## src/rtl/muldiv_unit.sv

```systemverilog
`default_nettype none
// ============================================================================
// muldiv_unit : iterative RV32M multiply/divide unit with one-cycle writeback.
// Optional macro MULDIV_EARLY_OUT_EN: resolve div-by-zero/overflow in 1 cycle.
// Revision: 1.0
// ============================================================================
module muldiv_unit #(
  parameter int WIDTH = 32
) (
  input  logic             clk,
  input  logic             reset,
  input  logic             start,
  input  logic [2:0]       op,
  input  logic [WIDTH-1:0] rs1_value,
  input  logic [WIDTH-1:0] rs2_value,
  input  logic [4:0]       rd,
  output logic             busy,
  output logic [WIDTH-1:0] data,
  output logic [4:0]       location_write,
  output logic             write_enabled
);

  localparam int CW = $clog2(WIDTH);
`ifdef MULDIV_EARLY_OUT_EN
  localparam bit c_early_out = 1'b1;
`else
  localparam bit c_early_out = 1'b0;
`endif

  typedef enum logic [1:0] {
    S_IDLE = 2'd0,
    S_MUL  = 2'd1,
    S_DIV  = 2'd2,
    S_DONE = 2'd3
  } state_t;

  state_t           r_state, w_next;
  logic [2:0]       r_op;
  logic [4:0]       r_rd, r_loc;
  logic [CW-1:0]    r_cnt;
  logic [WIDTH-1:0] r_hi, r_lo, r_b, r_spec_val, r_data;
  logic             r_neg, r_spec, r_we;

  logic             w_a_signed, w_b_signed, w_a_neg, w_b_neg;
  logic [WIDTH-1:0] w_a_mag, w_b_mag, w_spec_val;
  logic             w_divzero, w_ovf, w_special, w_last;
  logic [WIDTH:0]   w_msum, w_dtrial;
  logic [2*WIDTH-1:0] w_mul_next, w_mul_res;
  logic [WIDTH-1:0] w_div_hi, w_div_lo, w_result;

  // Operand decode for the issue cycle
  always_comb begin
    w_a_signed = (op == 3'd0) || (op == 3'd1) || (op == 3'd2) || (op == 3'd4) || (op == 3'd6);
    w_b_signed = (op == 3'd0) || (op == 3'd1) || (op == 3'd4) || (op == 3'd6);
    w_a_neg    = w_a_signed && rs1_value[WIDTH-1];
    w_b_neg    = w_b_signed && rs2_value[WIDTH-1];
    w_a_mag    = w_a_neg ? -rs1_value : rs1_value;
    w_b_mag    = w_b_neg ? -rs2_value : rs2_value;
    w_divzero  = op[2] && (rs2_value == '0);
    w_ovf      = op[2] && !op[0] && (rs1_value == {1'b1, {(WIDTH-1){1'b0}}}) && (rs2_value == '1);
    w_special  = w_divzero || w_ovf;
    w_spec_val = '0;
    if (w_divzero)
      w_spec_val = op[1] ? rs1_value : '1;
    else if (w_ovf)
      w_spec_val = op[1] ? '0 : rs1_value;
  end

  // One shift-add / restoring-subtract step; result selected from the step output
  always_comb begin
    w_last     = (r_cnt == CW'(WIDTH-1));
    w_msum     = {1'b0, r_hi} + (r_lo[0] ? {1'b0, r_b} : {(WIDTH+1){1'b0}});
    w_mul_next = {w_msum, r_lo[WIDTH-1:1]};
    w_mul_res  = r_neg ? -w_mul_next : w_mul_next;
    w_dtrial   = {r_hi, r_lo[WIDTH-1]} - {1'b0, r_b};
    w_div_hi   = w_dtrial[WIDTH] ? {r_hi[WIDTH-2:0], r_lo[WIDTH-1]} : w_dtrial[WIDTH-1:0];
    w_div_lo   = {r_lo[WIDTH-2:0], ~w_dtrial[WIDTH]};
    if (r_spec)
      w_result = r_spec_val;
    else if (r_state == S_MUL)
      w_result = (r_op == 3'd0) ? w_mul_res[WIDTH-1:0] : w_mul_res[2*WIDTH-1:WIDTH];
    else if (r_op[1])
      w_result = r_neg ? -w_div_hi : w_div_hi;
    else
      w_result = r_neg ? -w_div_lo : w_div_lo;
  end

  always_comb begin
    w_next = r_state;
    case (r_state)
      S_IDLE: begin
        if (start) begin
          if (c_early_out && w_special) w_next = S_DONE;
          else if (op[2])               w_next = S_DIV;
          else                          w_next = S_MUL;
        end
      end
      S_MUL:   if (w_last) w_next = S_DONE;
      S_DIV:   if (w_last) w_next = S_DONE;
      S_DONE:  w_next = S_IDLE;
      default: w_next = S_IDLE;
    endcase
  end

  always_ff @(posedge clk) begin
    if (!reset) begin
      r_state    <= S_IDLE;
      r_op       <= '0;
      r_rd       <= '0;
      r_loc      <= '0;
      r_cnt      <= '0;
      r_hi       <= '0;
      r_lo       <= '0;
      r_b        <= '0;
      r_spec_val <= '0;
      r_data     <= '0;
      r_neg      <= 1'b0;
      r_spec     <= 1'b0;
      r_we       <= 1'b0;
    end else begin
      r_state <= w_next;
      r_we    <= 1'b0;
      case (r_state)
        S_IDLE: begin
          if (start) begin
            r_op       <= op;
            r_rd       <= rd;
            r_cnt      <= '0;
            r_hi       <= '0;
            r_spec     <= w_special;
            r_spec_val <= w_spec_val;
            // Remainder follows the dividend; everything else follows the sign product
            r_neg      <= (op[2] && op[1]) ? w_a_neg : (w_a_neg ^ w_b_neg);
            if (op[2]) begin
              r_lo <= w_a_mag;
              r_b  <= w_b_mag;
            end else begin
              r_lo <= w_b_mag;
              r_b  <= w_a_mag;
            end
            if (c_early_out && w_special) begin
              r_data <= w_spec_val;
              r_loc  <= rd;
              r_we   <= (rd != 5'd0);
            end
          end
        end
        S_MUL, S_DIV: begin
          if (r_state == S_MUL) begin
            {r_hi, r_lo} <= w_mul_next;
          end else begin
            r_hi <= w_div_hi;
            r_lo <= w_div_lo;
          end
          r_cnt <= r_cnt + 1'b1;
          if (w_last) begin
            r_data <= w_result;
            r_loc  <= r_rd;
            r_we   <= (r_rd != 5'd0);
          end
        end
        default: ;
      endcase
    end
  end

  assign busy           = (r_state != S_IDLE);
  assign data           = r_data;
  assign location_write = r_loc;
  assign write_enabled  = r_we;

endmodule
`default_nettype wire

```

## config.mk

```make
export PLATFORM = sky130hd
export DESIGN_NAME = muldiv_unit
export DESIGN_NICKNAME = d
export VERILOG_FILES = /design/src/rtl/muldiv_unit.sv
export SDC_FILE = /design/constraint.sdc
export NUM_CORES = 1
export LEC_CHECK = 0
export ABC_AREA = 1
export BUFFER_PORTS_ARGS = -buffer_cell sky130_fd_sc_hd__buf_2
export CAP_MARGIN = 40
export CORE_AREA = 2 2 238 240
export DETAILED_ROUTE_END_ITERATION = 6
export DIE_AREA = 0 0 240 242
export GPL_TIMING_DRIVEN = 1
export MAX_ROUTING_LAYER = met4
export PLACE_DENSITY_LB_ADDON = 0.15
export REMOVE_ABC_BUFFERS = 1
export SETUP_SLACK_MARGIN = 0.02
export SLEW_MARGIN = 20
export SYNTH_ARGS = -nofsm -noshare
export SYNTH_HDL_FRONTEND = slang
export SYNTH_SLANG_ARGS = --single-unit
```

## constraint.sdc

```tcl
create_clock -name clk -period 4.67 [get_ports clk]
set_clock_uncertainty 0.05 [all_clocks]
set_input_delay 1.401 -clock clk [delete_from_list [all_inputs] [get_ports clk]]
set_output_delay 1.401 -clock clk [all_outputs]
set_load 0.02 [all_outputs]
```

==> summary by stage, run 1 <==
Status
The flow ran to the end, and the final reports show no timing, DRC or antenna violations.

Logic synthesis
The proportion of register bits with asynchronous set or reset after synthesis is 0%. The synthesized instance count is ~3400. The commonest register cell after synthesis is sky130_fd_sc_hd__dfxtp_1. The post-synthesis cell area is 0.0193 mm2. During synthesis, Yosys emitted a total of 0 warnings. The portion of the post-synthesis area used by sequential elements is 19.0%. Each instance of the synthesized netlist takes up on average 5.73 um2. The synthesized netlist contains 56 unique library cells.

In this run, synthesis inferred 0 flip-flops with an integrated enable. The synthesized flop and latch total is 183.

STA
Counting I/O delays and the setup requirement, the final critical path takes 4.41 ns. The count of endpoints failing hold in the final timing report is 0. Setup repair after global routing left no endpoint under its margin. Timing would allow up to between 200 and 250 MHz. The slew at the pin closest to its max-slew limit is 0.863 ns. The setup slack of the critical path after layout is 0.261 ns. The setup violation total in the final timing report is 0. The count of pins over their slew limit was 0. The post-route fraction of the period consumed by the critical path is between 90% and 100%.

In this run the tightest slew margin relative to its limit is 41.9%.

Die
For this configuration, the core starts out at a cell density of approximately 35%. The vertical extent of the die is 242 um. During I/O placement, the number of pins put on the boundary was 114.

The area of the core is 0.0557 mm2. The floorplan die width is ~240 um. The number of rows created at floorplan is 87.

The overall die area is 0.0581 mm2.

CTS
The number of hold buffers added after CTS is 0. The CTS clock-pin slew for the worst setup and hold paths is 0.09 ns. The count of clock tree sinks is ~180. The number of gates resized after CTS is 0.

The tree is rooted in a sky130_fd_sc_hd__clkbuf_16. The clock passes through at most 2 buffers. In this run, CTS created clock tree buffers numbering 17. The later-pin clock latency in the skew report is 0.49 ns. TritonCTS built the clock tree. The maximum level of the CTS H-tree is 4.

The number of setup buffers added after CTS is 0.

Detailed routing
The total wire length after detailed routing is 83.5 mm. The initial DRC count is about 2400. The number of vias after detailed routing is ~22000. For this run, the detailed router's first-pass iteration total came to 6. In the final routed layout, each cell accounts on average for 20.0 um. The number of nets still failing antenna checks after routing is 0. After detailed routing, the number of vias per cell comes to between 5 and 6. The post-route DRC violation count is 0.

Critical path
The critical path launch point type is a flip-flop. For this run, the slowest stage of the critical path takes about 0.45 ns. The data arrival time at the worst-slack endpoint is 4.72 ns. STA classifies the critical path endpoint as a flip-flop.

The critical path in this run is classified as reg -> reg. The critical path contains buffers and inverters numbering 3 combined. The most common cell type on the critical path is sky130_fd_sc_hd__nand2_1. The family with the most delay on the worst path is simple AND/OR/NAND/NOR gates. The slowest stage cell on the critical path is sky130_fd_sc_hd__fa_1.

The data required time of the critical path is 4.98 ns. In this run the worst path has a maximum fanout of 44.

Cells and area
The combined flip-flop and latch cell area is 0.00367 mm2. The proportion of layout cells with a drive suffix above 1 is a little under 10%. In the final design database the tool counted approximately 3600 nets. The total inserted antenna cells is 0.

The area growth from synthesis to layout is 11.0%. The area occupied by multi-input gates is 0.0134 mm2. After filler insertion, the fill cell instance count of the layout stands at 6368.

Global routing
The maximum number of pins on one net before global-route repair is 88. Global routing used 29.1% of the available tracks. The first global-routing pass estimated roughly 120 mm of wire.

The remaining global-route overflow is 0. The number of antenna violations at the first check in global routing came to 0. The via count of the first global-routing pass was 20000.

Run
Max-cap violations in this run came to 0.

Placement
The estimated wirelength of the detail-placed design is 66.8 mm. The pre-CTS setup slack is 0.305 ns. The number of buffers inserted by port buffering is around 110. Routability-driven placement finished with a final weighted congestion of a little under 1.

Worst hold path
The tightest min-delay check is of the reg -> reg type.
## registers in the layout, indices dropped and copies added, names as in the netlist, 5 cells and up
register and count:
data 32, r_b 32, r_rd 5, r_cnt 5
r_hi 32, location_write 5, r_spec_val 32, r_lo 32
## logic make-up (layout without fill, tap and decap cells)
group / after synthesis / in the layout / synth area share, %
simple gates: 1639 / 1639 / 36.1
compound gates: 788 / 788 / 23.4
buf+inv: 575 / 636 / 11.7
flops: 183 / 183 / 19.0
xor+xnor: 106 / 106 / 4.82
fa+ha+maj: 76 / 76 / 5.01
## layout by cell type, fill, tap and decap left out, types with 10 or more instances in the layout
cell type	count
sky130_fd_sc_hd__clkbuf_16	17
sky130_fd_sc_hd__nand2_4	11
sky130_fd_sc_hd__xnor2_1	40
sky130_fd_sc_hd__a22oi_1	10
sky130_fd_sc_hd__nor3_1	52
sky130_fd_sc_hd__nor2_1	340
sky130_fd_sc_hd__o211ai_1	65
sky130_fd_sc_hd__ha_1	73
sky130_fd_sc_hd__inv_2	12
sky130_fd_sc_hd__buf_4	63
sky130_fd_sc_hd__o21bai_1	23
sky130_fd_sc_hd__xor2_1	66
sky130_fd_sc_hd__nand2_2	26
sky130_fd_sc_hd__a31oi_1	42
sky130_fd_sc_hd__nor4_1	15
sky130_fd_sc_hd__o21ai_2	10
sky130_fd_sc_hd__o21ai_1	24
sky130_fd_sc_hd__inv_1	400
sky130_fd_sc_hd__o21ai_0	266
sky130_fd_sc_hd__a21oi_2	14
sky130_fd_sc_hd__dfxtp_1	181
sky130_fd_sc_hd__o221ai_1	15
sky130_fd_sc_hd__nand3_1	185
sky130_fd_sc_hd__buf_2	113
sky130_fd_sc_hd__a21oi_1	280
sky130_fd_sc_hd__nand4_1	40
sky130_fd_sc_hd__nand2_1	910
sky130_fd_sc_hd__nand3b_1	15
sky130_fd_sc_hd__nor2_2	15
## per-layer routing
metal  GRT usage, %  part of all wire [%]  up-vias  wire length (um)
li1               -                     -    11155                 -
met1           40.1                    45    10279             37700
met2           43.6                    44      892             36800
met3           2.77                   6.4      112              5380
met4           11.8                   4.4        0              3690
met5              -                     0        -                 0
## worst min-delay path: cells and delay by family (launching register included)
family	cells	cell delay (ns)
AND/OR/NAND/NOR	1	0.06
AO/OA/AOI/OAI	1	0.05
flip-flops	1	0.31
## cell usage after synthesis (11+ instances only)
cell                       instances  area (um2)
sky130_fd_sc_hd__dfxtp_1         183        3660
sky130_fd_sc_hd__xor2_1           66         578
sky130_fd_sc_hd__o211ai_1         65         488
sky130_fd_sc_hd__nor2_1          343        1290
sky130_fd_sc_hd__o21bai_1         23         173
sky130_fd_sc_hd__nand2_2          24         150
sky130_fd_sc_hd__nand2_4          11         124
sky130_fd_sc_hd__o21ai_0         266        1330
sky130_fd_sc_hd__nor3_1           53         265
sky130_fd_sc_hd__nand2_1         912        3420
sky130_fd_sc_hd__xnor2_1          40         350
sky130_fd_sc_hd__nor2_2           12        75.1
sky130_fd_sc_hd__ha_1             74         926
sky130_fd_sc_hd__o21ai_1          24         120
sky130_fd_sc_hd__nand3_1         185         926
sky130_fd_sc_hd__a21oi_2          14         123
sky130_fd_sc_hd__nand4_1          40         250
sky130_fd_sc_hd__buf_1            21        78.8
sky130_fd_sc_hd__nor4_1           15        93.8
sky130_fd_sc_hd__inv_1           403        1510
sky130_fd_sc_hd__o221ai_1         15         131
sky130_fd_sc_hd__nand3b_1         15         113
sky130_fd_sc_hd__clkbuf_1        115         432
sky130_fd_sc_hd__a21oi_1         280        1400
sky130_fd_sc_hd__a31oi_1          42         263
## metrics by stage
step	hold slack [ns]	cell area, um2	cells	utilization (%)	TNS, ns
2_1_floorplan	0.392	18600	3212	-	-31.00
3_3_place_gp	0.402	20700	4148	37.1	0
3_5_place_dp	0.403	20800	4151	37.3	0
4_1_cts	0.415	21400	4183	38.3	0
5_1_grt	0.435	21400	4184	38.4	0
6_report	0.415	21400	4184	38.4	0
## cell type report
| cell class | count | area share [%] |
|---|---|---|
| clock inverter | 13 | 0.725 |
| clock buffer | 19 | 2.07 |
| sequential | 183 | 17.1 |
| multi-input combinational | 2609 | 62.6 |
| inverter | 420 | 7.37 |
| timing repair buffer | 184 | 5.67 |
| tap | 756 | 4.42 |
## path summary, 6_finish.rpt
path                               start  cells past startpoint  slack, ns  endpoint
worst max-delay path            r_lo[31]                     30       0.26  data[25]
worst min-delay path            data[23]                      2       0.41  data[23]
worst max register to register  r_lo[31]                     30       0.26  data[25]
worst min register to register  data[23]                      2       0.41  data[23]
Power of run 1 is not shown: default switching activity piles up to over one toggle a cycle in this logic, so the estimate is an artifact.
==> run 2: changes to the inputs <==
Settings changed: CORE_AREA 2 2 238 240 to 5 5 241 243, DIE_AREA 0 0 240 242 to 0 0 246 248, PLACE_DENSITY_LB_ADDON 0.15 to 0.1.
==> summary by stage, run 2 (synthesis results as in run 1) <==
Placement
The estimated wirelength of the detail-placed design is between 70 and 80 mm. The congestion estimate from routability-driven global placement came to 1.05. After detailed placement, the design holds a cell count of approximately 4200. The number of buffers inserted by port buffering is 113.

STA
The post-route minimum period is ~4.4 ns. Setup repair after global routing left no endpoint under its margin. The count of pins over their slew limit is 0. The maximum achievable frequency is between 200 and 250 MHz. The setup violation total in the final timing report is 0. Measured against its own limit, the worst slew margin works out to about two fifths.

The count of endpoints failing hold in the final timing report is 0. At the pin with the least slew margin, the transition time is 0.884 ns. The post-route fraction of the period consumed by the critical path is between 90% and 100%.

Die
The overall die area is roughly 0.061 mm2. The initial utilization of the core area, before any placement, comes to 34.6%. The die is 248 um tall. After floorplanning, the core was divided into a little under 90 placement rows. From left edge to right edge, the die measures 246 um. The total area inside the core boundary comes to 0.0557 mm2. During I/O placement, the number of pins put on the boundary was around 110.

Global routing
Global routing finished with a remaining overflow of 0. In the global route stage, overall resource usage came out at 31.6%. The via count of the first global-routing pass is 21395.

The maximum number of pins on one net before global-route repair is 82. The first global-routing pass estimated 141 mm of wire. The number of antenna violations at the first check in global routing is 2.

CTS
The CTS tree is built. Counting every sink on the clock net gives 183. In this run the post-CTS setup repair buffer count came out at 0.

Clock latency on the worst-skew pair, taken at its later pin, is 0.50 ns. In this run the deepest clock path goes through 2 buffers. The number of buffers added by the clock tree synthesis step is 17. The maximum level of the CTS H-tree is 4. After clock tree synthesis, the clock-pin slew on the worst setup and hold paths is 0.08 ns. The clock root buffer is sky130_fd_sc_hd__clkbuf_16.

Worst hold path
Counting instances, the worst hold path has a depth of 2. The path class of the tightest hold or removal check is reg -> reg. The path with the worst hold slack has its endpoint at data[20]. The worst hold path begins at data[20].

Status
The flow ran to the end, and the final reports show no timing, DRC or antenna violations.

Critical path
The worst register-to-register path begins at r_lo[0]. The maximum net fanout on the critical path is 10. The critical path launch point type is a flip-flop. The critical path is of the reg -> reg type. The worst register-to-register path has a setup slack of 0.30 ns. The data arrival time at the worst-slack endpoint is roughly 4.8 ns. For the worst setup path, the data required time is a little over 5 ns.

Measured in cells, the most critical reg-to-reg path has a length of 24. The capturing element type of the critical path is a flip-flop. The worst register-to-register path ends at data[31].

Cells and area
In the final design database the tool counted 3645 nets. The library cells used most frequently in the layout, excluding fill and tap cells, are 910 x sky130_fd_sc_hd__nand2_1, 400 x sky130_fd_sc_hd__inv_1, 340 x sky130_fd_sc_hd__nor2_1, 279 x sky130_fd_sc_hd__a21oi_1, 266 x sky130_fd_sc_hd__o21ai_0. The proportion of layout cells with a drive suffix above 1 is approximately an eighth. The library cell used most frequently in the layout, excluding fill and tap cells, is sky130_fd_sc_hd__nand2_1. The finished layout holds about 4300 standard cells, fillers aside. Compared with the post-synthesis result, the final layout area differs by 14.2%.

Detailed routing
The number of vias after detailed routing is 23418. The count of nets left with antenna violations once routing finished came out at 0. After detailed routing, the average wire length per cell comes to 22.7 um. For this run, the detailed router's first-pass iteration total came to 6. The per-cell via count in the routed design is between 5 and 6. For this run, design rule violations remaining after detail routing come to 0.

The total wire length after detailed routing is 97.0 mm. After the first detailed-routing iteration, the DRC count stood at 2565.

Run
The tool flagged a number of max-cap violations equal to 0.
[run 2: changes by cell type in the layout (fill, tap and decap cells not counted), sizes merged]
cell / change
clkinv: +1
bufinv: +1
clkdlybuf4s18: +1
inv: -2
clkinvlp: +1
diode: +4
buf: +77
[run 2: worst max-delay path: stages, from the launching register on]
cell	delay (ns)
sky130_fd_sc_hd__dfxtp_2	0.41
sky130_fd_sc_hd__nand2_1	0.09
sky130_fd_sc_hd__inv_1	0.04
sky130_fd_sc_hd__ha_1	0.20
sky130_fd_sc_hd__fa_1	0.40
sky130_fd_sc_hd__nand3_1	0.09
sky130_fd_sc_hd__nand2_1	0.09
sky130_fd_sc_hd__a21boi_0	0.36
sky130_fd_sc_hd__o21ai_1	0.11
sky130_fd_sc_hd__buf_4	0.19
sky130_fd_sc_hd__nand2_1	0.09
sky130_fd_sc_hd__buf_4	0.10
sky130_fd_sc_hd__nand3b_1	0.07
sky130_fd_sc_hd__nand2_1	0.26
sky130_fd_sc_hd__nand2_1	0.13
sky130_fd_sc_hd__nor2_2	0.25
sky130_fd_sc_hd__nand2_1	0.25
sky130_fd_sc_hd__buf_4	0.20
sky130_fd_sc_hd__nor2_1	0.08
sky130_fd_sc_hd__nand3b_1	0.09
sky130_fd_sc_hd__nand3_1	0.08
sky130_fd_sc_hd__nand3_1	0.15
sky130_fd_sc_hd__a21oi_1	0.18
sky130_fd_sc_hd__nand2_1	0.17
sky130_fd_sc_hd__a21oi_1	0.16
[run 2: what timing repair did]
action / CTS / global route
hold buffers: 0 / 0
gates resized for setup: 0 / 3
setup endpoints to repair: 0 / 7
[run 2: layout make-up]
cell class                 count  area (um2)
fill                        6339       33700
multi-input combinational   2609       13400
sequential                   183        3670
timing repair buffer         263        1770
inverter                     420        1580
tap                          756         946
clock buffer                  18         439
clock inverter                14         204
antenna                        4        10.0
[run 2: worst max-delay path by stage]
stage,start,endpoint,slack (ns)
4_1_cts,r_lo[0],data[31],0.15
3_5_place_dp,rs2_value[0],r_lo[31],-0.17
5_1_grt,r_lo[0],data[31],0.02
2_1_floorplan,start,r_lo[10],-0.87
6_report,r_lo[0],data[31],0.30
3_3_place_gp,rs2_value[2],r_lo[31],-0.24
[run 2: layer usage]
layer  vias to the layer above  GRT usage (%)  part of all wire, %
li1                      11330              -                    -
met2                       968           47.9                   44
met5                         -              -                    0
met1                     10982           42.8                   45
met3                       138           3.52                  6.5
met4                         0           13.9                  4.9
[run 2: stage by stage]
step | TNS (ns) | worst slack (ns) | cell area, um2 | util, % | hold slack, ns
after floorplan | -31.00 | -0.870 | 18600 | - | 0.392
after global placement | -0.241 | -0.241 | 21300 | 38.2 | 0.399
after detailed placement | -0.171 | -0.171 | 21300 | 38.3 | 0.403
after CTS | 0 | 0.149 | 22000 | 39.4 | 0.417
after global routing | 0 | 0.0239 | 22000 | 39.5 | 0.426
final | 0 | 0.304 | 22000 | 39.5 | 0.415
Power of run 2 is left out for the same reason.
